### config.mk
export PLATFORM = sky130hd
export DESIGN_NAME = pipelined_cla_adder
export DESIGN_NICKNAME = d
export VERILOG_FILES = /design/src/rtl/pipelined_cla_adder.sv
export SDC_FILE = /design/constraint.sdc
export NUM_CORES = 1
export LEC_CHECK = 0
export CELL_PAD_IN_SITES_DETAIL_PLACEMENT = 0
export CELL_PAD_IN_SITES_GLOBAL_PLACEMENT = 1
export CORE_ASPECT_RATIO = 0.5
export CORE_UTILIZATION = 44
export DETAILED_ROUTE_END_ITERATION = 10
export PLACE_DENSITY_LB_ADDON = 0.1
export SKIP_CTS_REPAIR_TIMING = 1
export SYNTH_ARGS = -nofsm -noshare
export SYNTH_HDL_FRONTEND = slang
export SYNTH_SLANG_ARGS = --single-unit
### constraint.sdc
create_clock -name clk -period 4.07 [get_ports clk]
set_input_delay 0.814 -clock clk [delete_from_list [all_inputs] [get_ports clk]]
set_output_delay 0.814 -clock clk [all_outputs]
set_load 0.1 [all_outputs]
### src/rtl/pipelined_cla_adder.sv
// pipelined_cla_adder: GROUP-bit carry-lookahead adder/subtractor, one group resolved per stage,
// with unsigned saturation, signed-overflow flag and a valid/ready handshake with full backpressure.
module pipelined_cla_adder #(
    parameter int WIDTH = 16,
    parameter int GROUP = 4
) (
    input  logic             clk,
    input  logic             rst,
    input  logic             in_valid,
    output logic             in_ready,
    input  logic [WIDTH-1:0] a,
    input  logic [WIDTH-1:0] b,
    input  logic             cin,
    input  logic             sub,
    input  logic             sat_en,
    output logic             out_valid,
    input  logic             out_ready,
    output logic [WIDTH-1:0] sum,
    output logic             cout,
    output logic             ovf,
    output logic             sat
);
    localparam int STAGES = WIDTH / GROUP;
    localparam int L = STAGES - 1;

    logic [STAGES-1:0] v, en, up_v, c_r, o_r, sub_r, sen_r, c_n, o_n, sub_n, sen_n;
    logic [STAGES-1:0][WIDTH-1:0] a_r, b_r, s_r, a_n, b_n, s_n;

    for (genvar k = 0; k < STAGES; k++) begin : g_st
        logic [WIDTH-1:0] a_i, b_i, s_i, s_o;
        logic c_i;
        logic [GROUP-1:0] p, g, m;
        logic [GROUP:0] c;
        // Operand B is stored already conditioned for subtraction.
        if (k == 0) begin : g_first
            assign a_i = a;
            assign b_i = sub ? ~b : b;
            assign s_i = '0;
            assign c_i = sub | cin;
            assign up_v[k] = in_valid;
            assign sub_n[k] = sub;
            assign sen_n[k] = sat_en;
        end else begin : g_next
            assign a_i = a_r[k-1];
            assign b_i = b_r[k-1];
            assign s_i = s_r[k-1];
            assign c_i = c_r[k-1];
            assign up_v[k] = v[k-1];
            assign sub_n[k] = sub_r[k-1];
            assign sen_n[k] = sen_r[k-1];
        end
        if (k == L) begin : g_last
            assign en[k] = !v[k] || out_ready;
        end else begin : g_fwd
            assign en[k] = !v[k] || en[k+1];
        end
        assign p = a_i[k*GROUP +: GROUP] ^ b_i[k*GROUP +: GROUP];
        assign g = a_i[k*GROUP +: GROUP] & b_i[k*GROUP +: GROUP];
        // Two-level lookahead: each carry ORs the generate terms propagated through the bits above them.
        always_comb begin
            c = '0;
            m = '0;
            c[0] = c_i;
            for (int i = 0; i < GROUP; i++) begin
                m = GROUP'((1 << (i + 1)) - 1);
                c[i+1] = c_i & (&(p | ~m));
                for (int j = 0; j <= i; j++)
                    c[i+1] = c[i+1] | (g[j] & (&(p | ~(m & ~GROUP'((1 << (j + 1)) - 1)))));
            end
        end
        always_comb begin
            s_o = s_i;
            s_o[k*GROUP +: GROUP] = p ^ c[GROUP-1:0];
        end
        assign s_n[k] = s_o;
        assign a_n[k] = a_i;
        assign b_n[k] = b_i;
        assign c_n[k] = c[GROUP];
        assign o_n[k] = c[GROUP] ^ c[GROUP-1];
    end

    always_ff @(posedge clk) begin
        if (rst) begin
            v <= '0;
            a_r <= '0;
            b_r <= '0;
            s_r <= '0;
            c_r <= '0;
            o_r <= '0;
            sub_r <= '0;
            sen_r <= '0;
        end else begin
            for (int k = 0; k < STAGES; k++) begin
                if (en[k]) begin
                    v[k] <= up_v[k];
                    if (up_v[k]) begin
                        a_r[k] <= a_n[k];
                        b_r[k] <= b_n[k];
                        s_r[k] <= s_n[k];
                        c_r[k] <= c_n[k];
                        o_r[k] <= o_n[k];
                        sub_r[k] <= sub_n[k];
                        sen_r[k] <= sen_n[k];
                    end
                end
            end
        end
    end

    // Saturation is decoded from the held last-stage registers, so outputs stay stable under backpressure.
    assign in_ready = !rst && en[0];
    assign out_valid = v[L];
    assign cout = c_r[L];
    assign ovf = o_r[L];
    assign sat = sen_r[L] & (sub_r[L] ^ c_r[L]);
    assign sum = sat ? {WIDTH{~sub_r[L]}} : s_r[L];
endmodule

; Yosys cells after proc, flatten, opt, wreduce, memory -nomap -nowiden
; Cells that the tools add are included.
; Widths: inputs -> output; s select.
[totals]
reg_bits = 153
latch_bits = 0
mem_bits_rw = 0
romBits = 0
input_bits = 39
out_inout_bits = 21
mem_count = 0
[op_classes]
add_sub_neg = 0
n_mul = 0
div = 0
magnitude_cmp = 0
eq_ne = 0
n_shift = 0
mux = 2
bitwise_logic = 98
reduce_logical = 38
[op_table]
columns = cell, count
row1 = $and 1x1->1, 41
row2 = $or 1x1->1, 41
row3 = $mux 16, 2
row4 = $reduce_and 2->1, 16
row5 = $xor 4x4->4, 8
row6 = $reduce_and 3->1, 8
row7 = $and 4x4->4, 4
row8 = $not 16->16, 1
row9 = $reduce_and 4->1, 4
row10 = $logic_not 1->1, 5
row11 = $logic_or 1x1->1, 4
row12 = $xor 1x1->1, 2
row13 = $logic_and 1x1->1, 1
row14 = $not 1->1, 1

; Depth between registers and ports, before layout
; Gate-level depths: netlist of the first run.
[depth]
depth_word = 9
ltp_mapped = 8
ltp_nobuf = 6

; Least setup slack after synthesis of the first run
; OpenSTA, ideal clock, no wires.
[synth_timing]
path_kind = register -> output
from = reg c_r[3]
to = out sum[0]
t_arrival_ns = 3.426
required_ns = 3.256
setup_slack_ns = -0.170
stages_incl_launch_ff = 5
n_path_buf = 0
path_cell_list = dfxtp_1 > xor2_2 > nand2_4 > inv_1 > a21oi_1
[synth_between]
elab_chain_len = 3
[synth_rtl]
columns = item, line
row1 = from (decl), 26  ; logic [STAGES-1:0] v, en, up_v, c_r, o_r, sub_r, sen_r, c_n, o_n, sub_n, sen_n;
row2 = "from (signal, indexed assignment)", 100  ; c_r[k] <= c_n[k];
row3 = $xor 1x1->1, 115  ; assign sat = sen_r[L] & (sub_r[L] ^ c_r[L]);
row4 = $and 1x1->1, 115
row5 = via sat, 21  ; output logic sat
row6 = $mux 16, 116  ; assign sum = sat ? {WIDTH{~sub_r[L]}} : s_r[L];
row7 = to (decl), 18  ; output logic [WIDTH-1:0] sum,
; The timed path passes the listed nets, and every way through them passes these cells.

; Worst setup path in the final report of the first run
[layout_timing]
from = in out_ready
to = out in_ready
[layout_between]
elab_chain_len = 5
[layout_rtl]
columns = item, line
row1 = from (decl), 17  ; input logic out_ready,
row2 = $logic_or 1x1->1, 53  ; assign en[k] = !v[k] || out_ready;
row3 = $logic_or 1x1->1 (3 in a row), 55  ; assign en[k] = !v[k] || en[k+1];
row4 = $logic_and 1x1->1, 111  ; assign in_ready = !rst && en[0];
row5 = to (decl), 10  ; output logic in_ready,
; No other way between the ends.

==> flow_summary.json, run 1 <==
{
  "status": "completed",
  "dr.pass1.iters": 4,
  "async_flop_share_pct": 0,
  "cts_root_buf": "clkbuf_16",
  "drive_gt1_share_pct": 8.18,
  "worstSetupPathType": "primary input to output pin",
  "report.final.slew_viol_count": 0,
  "grt_max_degree": 58,
  "grt.overflow.total": 0,
  "hold_viol_final": 0,
  "syn-mean-instance-area_um2": 8.42,
  "ys_seq_area_share_pct": 46.0,
  "dp_hpwl_mm": 6.74,
  "place_inst": 707,
  "min_from": "sub_r[1]",
  "netlist_area_mm2": 0.00457,
  "cts_sinks": 105,
  "r2r-start": "v[2]",
  "cts.clk_slew.worst_paths_ps": 60,
  "viasPerCell": 4.91,
  "finClkSkew_ps": 3.86,
  "start_util_pct": 46.8,
  "grt_pass1_vias": 2969,
  "tightestPinTransition_ps": 960,
  "ctsHtreeMaxLevel": 3,
  "leakage_nw": 2.13,
  "drt_wl_total_mm": 9.56,
  "cts_buffers": 9,
  "drtAntennaViolNets": 0,
  "n_fill_cell": 962,
  "dieArea_mm2": 0.0108,
  "die_h_um": 74.0,
  "place.gp.congestion": 0.764,
  "worst-endpoint-arrival_ps": 2060,
  "antennaDiodeCount": 0,
  "rows": 25,
  "nets": 642,
  "final_cell_count_no_fill": 722,
  "antenna_found_initial": 0,
  "io_buffers": 59,
  "rsz0062_at_grt": "no",
  "critPathCaptureType": "output pin",
  "yosysWarnings": 0,
  "cp.required_ps": 3260,
  "finalCritPeriodShare_pct": 70.7,
  "ioPinCount": 60,
  "vias": 3544,
  "wl_per_cell_um": 13.2,
  "drc": 0,
  "area_delta_synth_final_pct": 18.1,
  "critPathLaunchType": "primary input",
  "ir_worst_vdd_uv": 201,
  "holdWs_ps": 455,
  "cap_violations": 0,
  "setup.worst_path.start": "out_ready",
  "preCtsSetupSlack_ps": 1190,
  "ys_seq_elements": 105,
  "cts_tree": "built",
  "globalRouteTotalUtil_pct": 19.0,
  "fmax_mhz": 348,
  "synth_edf_count": 0,
  "grt_pass1_wl_mm": 15.8,
  "setup_slack_ps": 1190,
  "core_area_mm2": 0.00976,
  "relSlewSlack_pct": 35.8,
  "clk_latency_ps": 340,
  "synthFlopType": "dfxtp_1",
  "setup_violations": 0,
  "fin_crit_ps": 2880,
  "cp_max_fo": 4,
  "synth.distinct_cells": 41,
  "clock_path_buffers": 2,
  "die_w_um": 146,
  "synth_cells": 542,
  "drt_iter0_drc": 209,
  "synth_nets": 601,
  "hold_path_class": "flop to flop",
  "power.density_mw_per_mm2": 387
}
-- final cells by class --
| type | instances | area (µm²) | share of cell area [%] |
|---|---|---|---|
| Clock buffer | 12 | 236 | 4.39 |
| Clock inverter | 3 | 18.8 | 0.348 |
| Inverter | 8 | 30.0 | 0.557 |
| Multi-Input combinational cell | 395 | 2260 | 41.9 |
| Sequential cell | 105 | 2100 | 39.0 |
| Tap cell | 135 | 169 | 3.13 |
| Timing Repair Buffer | 64 | 578 | 10.7 |
-- final timing paths --
path	to	slack [ps]	cells after the start
hold reg to reg	sub_r[2]	460	2
setup reg to reg	g_st[2].s_i[7]	2140	4
setup / recovery	in_ready	1190	5
hold / removal	sub_r[2]	460	2
-- logic make-up after synthesis --
logic type / synth area share, %
simple gates: 18.2
mux: 0.219
flops: 46.0
fa+ha+maj: 6.14
buf+inv: 4.55
compound gates: 20.5
xor+xnor: 4.38
-- report_power, final --
part           leakage [nW]  internal [mW]  switching, mW  total (mW)
Combinational          1.14         0.0976          0.129       0.227
Clock                 0.126          0.411          0.357       0.768
Sequential            0.855           1.07         0.0261        1.09
Total                  2.13           1.57          0.513        2.09
-- worst max-delay path, stage by stage --
cell,delay (ps)
clkdlybuf4s50_1,440
nand4b_2,260
nor2_1,250
nor2_1,70
buf_4,230
-- metrics by stage --
step / area [µm²] / setup TNS, ps / util (%) / total power [mW]
floorplan: 4570 / -339 / - / 1.26
global placement: 5130 / 0 / 52.6 / 1.34
detailed placement: 5130 / 0 / 52.6 / 1.34
CTS: 5390 / 0 / 55.2 / 2.11
global route: 5390 / 0 / 55.2 / 2.18
finish: 5390 / 0 / 55.2 / 2.09
-- sequential cells by signal (all words and copies together) (netlist names), 4 cells and up --
name	flops
c_r	4
g_st.a_i	24
g_st.b_i	24
g_st.s_i	24
s_r	16
sen_r	4
sub_r	4
v	4
-- layer usage --
layer / global-route usage, % / wire (µm) / up-vias
met5: 0 / 0 / -
met4: 4.86 / 79 / 0
met3: 5.40 / 411 / 11
met2: 23.3 / 3350 / 70
met1: 30.6 / 5720 / 1527
li1: - / - / 1936
-- cells in the final DEF (no fill, tap or decap), types with 3 or more instances in the layout --
cell type        count
nand2_1            150
dfxtp_1            105
a21oi_1             87
clkdlybuf4s50_1     40
nor2_1              26
a211oi_1            24
buf_4               23
xnor2_1             17
ha_1                16
a21o_1              13
o21ai_0              9
clkbuf_16            9
inv_1                8
nand3_1              7
xor2_1               4
a21o_2               4
nor4b_1              4
fa_1                 4
o41ai_1              3
nor3_1               3
o21bai_1             3
clkbuf_1             3
-- cells in the mapped netlist (8+ instances only) --
master    instances  area share [%]
o21ai_0           9            0.99
dfxtp_1         105              46
a211oi_1         24             3.9
buf_2            13             1.4
xnor2_1          17             3.3
nor2_1           26             2.1
nand2_1         150              12
a21o_1           13             2.1
inv_1             8            0.66
a21oi_1          87             9.5
clkbuf_1         11            0.90
ha_1             16             4.4
Note: power is estimated with default switching activity, not from simulation.
==> run 2, diff against run 1 <==
CORE_UTILIZATION = 41   (was 44)
clock period = 2.7 ns   (was 4.07 ns; I/O delays follow)
==> run 2 against run 1 <==
Critical path depth stayed put. Clock skew hardly changed. Worst hold slack worse by 0.82 ps. Combinational power is 55% higher. Setup slack worse by 890 ps. Register-to-register slack worse by 1200 ps. Sequential share of layout area is 2.5 points lower. Largest cell class unchanged. Highest routed layer unchanged.
==> flow_summary.json, run 2 (same netlist as run 1, synthesis figures left out) <==
{
  "status": "completed",
  "grt.overflow.total": 0,
  "dr.pass1.iters": 4,
  "critPathLaunchType": "primary input",
  "cts_root_buf": "clkbuf_16",
  "ir_worst_vdd_uv": 303,
  "place.gp.congestion": 0.742,
  "grt_pass1_wl_mm": 17.0,
  "setup_violations": 0,
  "place_inst": 718,
  "wl_per_cell_um": 13.5,
  "placed_cell_area_mm2": 0.00545,
  "preCtsSetupSlack_ps": 213,
  "dp_hpwl_mm": 7.03,
  "fmax_mhz": 418,
  "ctsHtreeMaxLevel": 3,
  "finClkSkew_ps": 3.44,
  "seqPwrFrac_pct": 48.6,
  "fin_crit_ps": 2390,
  "comb_power_share_pct": 10.4,
  "clock_power_share_pct": 41.1,
  "antennaDiodeCount": 0,
  "power.density_mw_per_mm2": 587,
  "power_mw": 3.39,
  "viasPerCell": 4.88,
  "cp.required_ps": 2160,
  "finalCritPeriodShare_pct": 88.6,
  "final_area_mm2": 0.00577,
  "globalRouteTotalUtil_pct": 18.8,
  "cap_violations": 0,
  "clock_path_buffers": 2,
  "setup.worst_path.start": "out_ready",
  "area_delta_synth_final_pct": 26.4,
  "cts.clk_slew.worst_paths_ps": 70,
  "grt_pass1_vias": 3381,
  "drt_iter0_drc": 225,
  "nets": 648,
  "n_fill_cell": 1001,
  "grt_max_degree": 62,
  "cts_sinks": 105,
  "die_h_um": 76.6,
  "io_buffers": 59,
  "clk_latency_ps": 340,
  "swShare_pct": 23.3,
  "setup_slack_ps": 307,
  "core_area_mm2": 0.0105,
  "holdWs_ps": 454,
  "worst-endpoint-arrival_ps": 1850,
  "drc": 0,
  "tightestPinTransition_ps": 647,
  "hold_path_class": "flop to flop",
  "final_cell_count_no_fill": 734,
  "cp_max_fo": 4,
  "multi_input_area_mm2": 0.00228,
  "final_util_pct": 54.9,
  "rows": 26,
  "hold_depth": 2,
  "drt_wl_total_mm": 9.89,
  "leakage_nw": 2.24,
  "start_util_pct": 43.5,
  "reg2reg_depth": 5,
  "rsz0062_at_grt": "no",
  "critPathCaptureType": "output pin",
  "cts_buffers": 9,
  "vias": 3584,
  "drtAntennaViolNets": 0,
  "cts_tree": "built",
  "final_common_cell": "nand2_1",
  "relSlewSlack_pct": 56.8,
  "ioPinCount": 60,
  "worstSetupPathType": "primary input to output pin",
  "drive_gt1_share_pct": 10.9,
  "layout_common_cells": "150 x nand2_1, 104 x dfxtp_1, 85 x a21oi_1",
  "min_from": "g_st[1].a_i[10]",
  "tns_ps": 0,
  "p_int_mw": 2.60,
  "die_w_um": 151,
  "antenna_found_initial": 0,
  "p_sw_uw": 790,
  "dieArea_mm2": 0.0116,
  "report.final.slew_viol_count": 0,
  "regArea_mm2": 0.00211,
  "hold_viol_final": 0,
  "r2r-start": "g_st[1].b_i[4]"
}
[run 2: changes by cell type in the layout (fill, tap and decap cells not counted), sizes merged]
cell | before | now
clkinvlp | 0 | 1
buf | 24 | 33
bufinv | 0 | 2
inv | 8 | 7
clkbuf | 12 | 11
clkdlybuf4s50 | 40 | 37
[run 2: worst max-delay path, stage by stage]
cell and delay (ps):
clkdlybuf4s50_1 450, nand4b_2 290, nor2_1 310, nor2_2 80
buf_12 180
[run 2: final cells by class]
class                           instances  share of cell area (%)
Sequential cell                       105                    36.5
Timing Repair Buffer                   70                    14.8
Clock inverter                          5                    1.37
Inverter                                8                   0.585
Tap cell                              140                    3.04
Multi-Input combinational cell        395                    39.5
Clock buffer                           11                    4.21
[run 2: layer usage]
| metal | wire length, µm | global-route usage [%] |
|---|---|---|
| met2 | 3580 | 23.3 |
| met4 | 30 | 4.50 |
| met1 | 5750 | 30.4 |
| met5 | 0 | 0 |
| met3 | 526 | 5.39 |
[run 2: worst paths after layout]
check,endpoint,slack [ps]
worst min register to register,g_st[2].a_i[10],450
worst max register to register,g_st[2].s_i[7],910
worst max-delay path,in_ready,310
worst min-delay path,g_st[2].a_i[10],450
[run 2: power groups by stage]
stage | sequential, mW | clock, mW | combinational [mW]
floorplan | 1.68 | 0 | 0.223
global placement | 1.68 | 0 | 0.348
detailed placement | 1.68 | 0 | 0.354
CTS | 1.65 | 1.43 | 0.355
global route | 1.65 | 1.49 | 0.395
finish | 1.65 | 1.39 | 0.352
